[config.mk]
export PLATFORM = sky130hd
export DESIGN_NAME = hex_display_scanner_flat
export DESIGN_NICKNAME = d
export VERILOG_FILES = /design/src/rtl/hex_display_scanner_if.sv /design/src/rtl/hex_display_scanner.sv /design/src/flat_wrapper.sv
export SDC_FILE = /design/constraint.sdc
export NUM_CORES = 1
export LEC_CHECK = 0
export BUFFER_PORTS_ARGS = -buffer_cell sky130_fd_sc_hd__buf_2
export CORE_MARGIN = 2
export CORE_UTILIZATION = 40
export DETAILED_ROUTE_END_ITERATION = 12
export GPL_TIMING_DRIVEN = 1
export PLACE_DENSITY = 0.66
export SLEW_MARGIN = 10
export SYNTH_ARGS = -nofsm -noshare
export SYNTH_HDL_FRONTEND = slang
export SYNTH_SLANG_ARGS = --single-unit
[constraint.sdc]
create_clock -name clk -period 3 [get_ports clk]
set_input_delay 0.3 -clock clk [delete_from_list [all_inputs] [get_ports clk]]
set_output_delay 0.3 -clock clk [all_outputs]
set_load 0.01 [all_outputs]
[src/rtl/hex_display_scanner_if.sv]
// Load-side inputs and display-side outputs of the hex display scanner, grouped
// so the CPU-facing driver and the scanner share one bundle.
interface hex_display_scanner_if #(
    parameter int DIGITS = 4
);
    logic                  load;
    logic [4*DIGITS-1:0]   value;
    logic [DIGITS-1:0]     dp_in;
    logic                  blank_lz;
    logic                  enable;
    logic [0:6]            seg;
    logic                  dp;
    logic [DIGITS-1:0]     an;
    logic                  frame;

    modport master (
        output load, value, dp_in, blank_lz, enable,
        input  seg, dp, an, frame
    );

    modport slave (
        input  load, value, dp_in, blank_lz, enable,
        output seg, dp, an, frame
    );
endinterface

[src/rtl/hex_display_scanner.sv]
// Time-multiplexed 7-segment hex driver: double-buffered value load, frame-aligned
// transfer, leading-zero blanking and registered, polarity-configurable outputs.
module hex_display_scanner #(
    parameter int DIGITS         = 4,
    parameter int REFRESH_DIV    = 50000,
    parameter bit SEG_ACTIVE_LOW = 1'b1,
    parameter bit AN_ACTIVE_LOW  = 1'b1
) (
    input  logic clk,
    input  logic rst,
    hex_display_scanner_if.slave bus
);

    localparam int PW = (REFRESH_DIV > 1) ? $clog2(REFRESH_DIV) : 1;
    localparam int IW = (DIGITS > 1) ? $clog2(DIGITS) : 1;
    localparam logic [PW-1:0] PRESC_LAST = PW'(REFRESH_DIV - 1);
    localparam logic [IW-1:0] IDX_LAST   = IW'(DIGITS - 1);
    localparam logic [6:0]        SEG_OFF = SEG_ACTIVE_LOW ? 7'h7F : 7'h00;
    localparam logic              DP_OFF  = SEG_ACTIVE_LOW;
    localparam logic [DIGITS-1:0] AN_OFF  = AN_ACTIVE_LOW ? {DIGITS{1'b1}} : {DIGITS{1'b0}};

    logic [PW-1:0]         presc_q, presc_d;
    logic [IW-1:0]         idx_q, idx_d;
    logic [4*DIGITS-1:0]   pend_val_q, pend_val_d;
    logic [DIGITS-1:0]     pend_dp_q, pend_dp_d;
    logic                  pend_valid_q, pend_valid_d;
    logic [4*DIGITS-1:0]   disp_val_q, disp_val_d;
    logic [DIGITS-1:0]     disp_dp_q, disp_dp_d;
    logic                  wrap_q, wrap_d;

    logic [6:0]            seg_q, seg_d;
    logic                  dp_q, dp_d;
    logic [DIGITS-1:0]     an_q, an_d;
    logic                  frame_q, frame_d;

    logic                  term_cnt;
    logic                  wrap;

    logic [3:0]            nib [DIGITS];
    logic [DIGITS:0]       upper_zero;
    logic [DIGITS-1:0]     blank_vec;
    logic [DIGITS-1:0]     an_onehot;

    logic [3:0]            nib_sel;
    logic                  dp_sel;
    logic                  blank_sel;
    logic [6:0]            seg_lit;

    function automatic logic [6:0] glyph(input logic [3:0] n);
        logic [6:0] g;
        case (n)
            4'h0: g = 7'b1111110;
            4'h1: g = 7'b0110000;
            4'h2: g = 7'b1101101;
            4'h3: g = 7'b1111001;
            4'h4: g = 7'b0110011;
            4'h5: g = 7'b1011011;
            4'h6: g = 7'b1011111;
            4'h7: g = 7'b1110000;
            4'h8: g = 7'b1111111;
            4'h9: g = 7'b1111011;
            4'hA: g = 7'b1110111;
            4'hB: g = 7'b0011111;
            4'hC: g = 7'b1001110;
            4'hD: g = 7'b0111101;
            4'hE: g = 7'b1001111;
            default: g = 7'b1000111;
        endcase
        return g;
    endfunction

    assign term_cnt = (presc_q == PRESC_LAST);
    assign wrap     = term_cnt && (idx_q == IDX_LAST);

    // A digit is a leading zero when it and every digit above it hold zero.
    assign upper_zero[DIGITS] = 1'b1;
    generate
        for (genvar gi = 0; gi < DIGITS; gi++) begin : g_digit
            assign nib[gi]        = disp_val_q[4*gi +: 4];
            assign upper_zero[gi] = upper_zero[gi+1] && (nib[gi] == 4'h0);
            assign an_onehot[gi]  = (idx_q == IW'(gi));
            if (gi == 0) begin : g_lsd
                assign blank_vec[gi] = 1'b0;
            end else begin : g_upper
                assign blank_vec[gi] = upper_zero[gi];
            end
        end
    endgenerate

    always_comb begin
        nib_sel   = 4'h0;
        dp_sel    = 1'b0;
        blank_sel = 1'b0;
        for (int i = 0; i < DIGITS; i++) begin
            if (idx_q == IW'(i)) begin
                nib_sel   = nib[i];
                dp_sel    = disp_dp_q[i];
                blank_sel = blank_vec[i];
            end
        end
    end

    always_comb begin
        presc_d      = presc_q;
        idx_d        = idx_q;
        pend_val_d   = pend_val_q;
        pend_dp_d    = pend_dp_q;
        pend_valid_d = pend_valid_q;
        disp_val_d   = disp_val_q;
        disp_dp_d    = disp_dp_q;
        wrap_d       = wrap;

        if (term_cnt) begin
            presc_d = '0;
            idx_d   = (idx_q == IDX_LAST) ? '0 : idx_q + 1'b1;
        end else begin
            presc_d = presc_q + 1'b1;
        end

        // Transfer reads the old pending contents; a same-cycle load then refills it.
        if (wrap && pend_valid_q) begin
            disp_val_d   = pend_val_q;
            disp_dp_d    = pend_dp_q;
            pend_valid_d = 1'b0;
        end
        if (bus.load) begin
            pend_val_d   = bus.value;
            pend_dp_d    = bus.dp_in;
            pend_valid_d = 1'b1;
        end
    end

    always_comb begin
        seg_lit = (bus.blank_lz && blank_sel) ? 7'h00 : glyph(nib_sel);
        seg_d   = SEG_OFF;
        dp_d    = DP_OFF;
        an_d    = AN_OFF;
        if (bus.enable) begin
            seg_d = seg_lit ^ {7{SEG_ACTIVE_LOW}};
            dp_d  = dp_sel ^ SEG_ACTIVE_LOW;
            an_d  = an_onehot ^ {DIGITS{AN_ACTIVE_LOW}};
        end
        // Delayed one cycle so the pulse lines up with the registered digit-0 select.
        frame_d = wrap_q;
    end

    always_ff @(posedge clk) begin
        if (rst) begin
            presc_q      <= '0;
            idx_q        <= '0;
            pend_val_q   <= '0;
            pend_dp_q    <= '0;
            pend_valid_q <= 1'b0;
            disp_val_q   <= '0;
            disp_dp_q    <= '0;
            wrap_q       <= 1'b0;
            seg_q        <= SEG_OFF;
            dp_q         <= DP_OFF;
            an_q         <= AN_OFF;
            frame_q      <= 1'b0;
        end else begin
            presc_q      <= presc_d;
            idx_q        <= idx_d;
            pend_val_q   <= pend_val_d;
            pend_dp_q    <= pend_dp_d;
            pend_valid_q <= pend_valid_d;
            disp_val_q   <= disp_val_d;
            disp_dp_q    <= disp_dp_d;
            wrap_q       <= wrap_d;
            seg_q        <= seg_d;
            dp_q         <= dp_d;
            an_q         <= an_d;
            frame_q      <= frame_d;
        end
    end

    assign bus.seg   = seg_q;
    assign bus.dp    = dp_q;
    assign bus.an    = an_q;
    assign bus.frame = frame_q;

endmodule
[src/flat_wrapper.sv]
// flat-port wrapper written by rule: the top's interface ports become plain ports
module hex_display_scanner_flat 
#(
    parameter int DIGITS         = 4,
    parameter int REFRESH_DIV    = 50000,
    parameter bit SEG_ACTIVE_LOW = 1'b1,
    parameter bit AN_ACTIVE_LOW  = 1'b1
)
  (clk, rst, bus_load, bus_value, bus_dp_in, bus_blank_lz, bus_enable, bus_seg, bus_dp, bus_an, bus_frame);
  hex_display_scanner_if #(.DIGITS(DIGITS)) bus_i ();
  input  logic clk;
  input  logic rst;
  input wire logic [$bits(bus_i.load)-1:0] bus_load;
  input wire logic [$bits(bus_i.value)-1:0] bus_value;
  input wire logic [$bits(bus_i.dp_in)-1:0] bus_dp_in;
  input wire logic [$bits(bus_i.blank_lz)-1:0] bus_blank_lz;
  input wire logic [$bits(bus_i.enable)-1:0] bus_enable;
  output wire logic [$bits(bus_i.seg)-1:0] bus_seg;
  output wire logic [$bits(bus_i.dp)-1:0] bus_dp;
  output wire logic [$bits(bus_i.an)-1:0] bus_an;
  output wire logic [$bits(bus_i.frame)-1:0] bus_frame;
  assign bus_i.load = bus_load;
  assign bus_i.value = bus_value;
  assign bus_i.dp_in = bus_dp_in;
  assign bus_i.blank_lz = bus_blank_lz;
  assign bus_i.enable = bus_enable;
  assign bus_seg = bus_i.seg;
  assign bus_dp = bus_i.dp;
  assign bus_an = bus_i.an;
  assign bus_frame = bus_i.frame;
  hex_display_scanner #(.DIGITS(DIGITS), .REFRESH_DIV(REFRESH_DIV), .SEG_ACTIVE_LOW(SEG_ACTIVE_LOW), .AN_ACTIVE_LOW(AN_ACTIVE_LOW)) u_core (.clk(clk), .rst(rst), .bus(bus_i));
endmodule
==> flow_summary.json <==
{
  "nFillCells": 770,
  "final-hold-violation-count": 0,
  "grt_max_degree": 49,
  "drtIter0Drc": 85,
  "gp_congestion": 0.806,
  "hp-class": "primary input to register",
  "worstSetupPathType": "register to register",
  "async_flop_share_pct": 0,
  "die_w_um": 92.6,
  "multi_input_area_um2": 1540,
  "seq_area_um2": 1460,
  "grt_pass1_vias": 2165,
  "rr_startpoint": "u_core.idx_q[1]$_SDFFE_PP0N_",
  "synth_ff_type": "dfxtp_1",
  "p_leak_nw": 1.38,
  "cp_data_required_time_ns": 3.30,
  "power_w": 0.00184,
  "numCtsBuffers": 9,
  "syn_area_um2": 3140,
  "overflow": 0,
  "cts-root-buf": "clkbuf_8",
  "syn-num-nets": 377,
  "worst-path-max-fanout": 11,
  "peakVddDrop_v": 0.000281,
  "cts_tree": "done",
  "final_common_cell": "dfxtp_1",
  "outcome": "complete, no violations",
  "syn_avg_cell_area_um2": 9.21,
  "whs_ns": 0.179,
  "clock_skew_ns": 0.00989,
  "ys_ff_latch": 73,
  "rsz0062_at_grt": "no",
  "cts.sinks": 73,
  "ys.warnings.count": 0,
  "grt_util_all_layers_pct": 14.8,
  "grt_first_pass_wirelength_um": 10100,
  "cp-start-kind": "register",
  "synthCells": 341,
  "worst_slew_margin_rel_pct": 44.4,
  "start_util_pct": 40.9,
  "routed_wl_um": 5850,
  "viasPerCell": 4.85,
  "top_level_ports": 38,
  "ant_nets": 0,
  "dp.cells": 462,
  "worstSetupEndpointType": "register",
  "h-tree-depth": 3,
  "die_area_um2": 8580,
  "antenna_cells": 0,
  "timing.fmax_ghz": 0.397,
  "hold_path_startpoint": "bus_value[1]",
  "synth-edff-count": 0,
  "nets": 407,
  "portBuffers": 37,
  "finalSetupViolations": 0,
  "period_minus_slack_ns": 2.52,
  "cts_hold_buf": 0,
  "tightest_slew_ns": 0.833,
  "wire_per_inst_um": 12.3,
  "drc_errors": 0,
  "drtPass1Iterations": 4,
  "powerDensity_nw_per_um2": 518,
  "clockBufferDepth": 2,
  "clk_latency_ns": 0.35,
  "drive_above_1_share_pct": 17.1,
  "maxCapViolCount": 0,
  "path_clk_slew_ns": 0.08,
  "ctsResizeCount": 0,
  "yosysUniqueCellTypes": 44,
  "final_cells": 477,
  "dp_hpwl_um": 4060,
  "fin_tns_setup_ns": 0,
  "coreArea_um2": 7690,
  "arrival_ns": 2.81,
  "finalCritPeriodShare_pct": 83.9,
  "drv_slew": 0,
  "die-height_um": 92.6,
  "antenna_found_initial": 0,
  "via_count": 2314,
  "syn2layout_area_growth_pct": 13.1,
  "std_cell_rows": 32,
  "seq_area_frac_synth_pct": 46.5,
  "cts_setup_buffers": 0,
  "crit_start": "u_core.idx_q[1]$_SDFFE_PP0N_",
  "final_cell_mix": "dfxtp_1, nand2_1, nor2_1"
}
[worst max-delay path, cell delays in order, from the launching register on]
cell and delay (ns):
dfxtp_1 0.37, inv_1 0.08, ha_1 0.30, nor2b_2 0.17, a22oi_1 0.09, a221oi_2 0.49, inv_1 0.19, ha_1 0.34
mux2i_1 0.06, mux2_1 0.29, nand2_1 0.07
[area by class of cell]
class / instances / area share, %
clock buffer: 10 / 3.87
sequential: 73 / 41.1
inverter: 8 / 0.845
clock inverter: 5 / 1.58
tap: 102 / 3.59
timing repair buffer: 39 / 5.63
multi-input combinational: 240 / 43.3
[cell families after synthesis]
family                     count (synthesis)  synth area share, %
DFF                                       73                 46.5
adders and majority gates                 11                 4.38
muxes                                     27                 8.64
AOI/OAI and AO/OA                         41                 9.48
buffers and inverters                     28                 4.46
xor gates and xnor gates                  15                 4.18
and+or+nand+nor                          146                 22.3
[cell usage after synthesis (all sizes together), types with 2 or more instances]
library cell,count,area [um^2]
a21oi,26,130
a221oi,2,23.8
a311oi,2,52.6
and3,6,37.5
and4,3,26.3
buf,14,86.3
clkbuf,6,23.8
dfxtp,73,1460
ha,11,138
inv,8,30.0
mux2i,26,260
nand2,61,229
nand3,7,35.0
nand3b,4,42.5
nor2,44,173
nor2b,7,46.3
nor3b,3,33.8
nor4,4,25.0
o221ai,6,52.6
xnor2,7,61.3
xor2,8,70.1
[final timing paths]
check | endpoint | slack [ns] | depth (start not counted)
setup / recovery | u_core.bus.seg[3]$_SDFF_PP1_ | 0.48 | 10
hold / removal | u_core.pend_val_q[1]$_SDFFE_PP0P_ | 0.18 | 3
setup reg to reg | u_core.bus.seg[3]$_SDFF_PP1_ | 0.48 | 10
hold reg to reg | u_core.presc_q[0]$_SDFF_PP0_ | 0.44 | 1
[metrics by stage]
stage / utilization [%] / area, um^2 / setup WS [ns]
6_report: 46.2 / 3550 / 0.483
5_1_grt: 46.2 / 3550 / 0.317
4_1_cts: 46.2 / 3550 / 0.488
3_5_place_dp: 43.7 / 3360 / 0.524
3_3_place_gp: 43.7 / 3360 / 0.660
2_1_floorplan: - / 3140 / 0.745
[report_power, final]
| group | switching (W) | internal (W) | total, W |
|---|---|---|---|
| Sequential | 0.0000127 | 0.000994 | 0.00101 |
| Combinational | 0.0000427 | 0.0000369 | 0.0000796 |
| Clock | 0.000354 | 0.000400 | 0.000754 |
| Total | 0.000409 | 0.00143 | 0.00184 |
[registers in the layout, summed over array words and instances, names as in the netlist, 2 cells and up]
signal,flops
u_core.bus.an,4
u_core.presc_q,16
u_core.disp_dp_q,4
u_core.bus.seg,7
u_core.idx_q,2
u_core.pend_val_q,16
u_core.pend_dp_q,4
u_core.disp_val_q,16
[routing by layer]
layer	up-vias	wire length, um	global-route usage, %
li1	1207	-	-
met1	1056	3100	19.4
met2	45	2450	22.5
met3	6	222	5.29
met4	0	78	5.64
met5	-	0	0
Power figures use the tool's default switching activity.
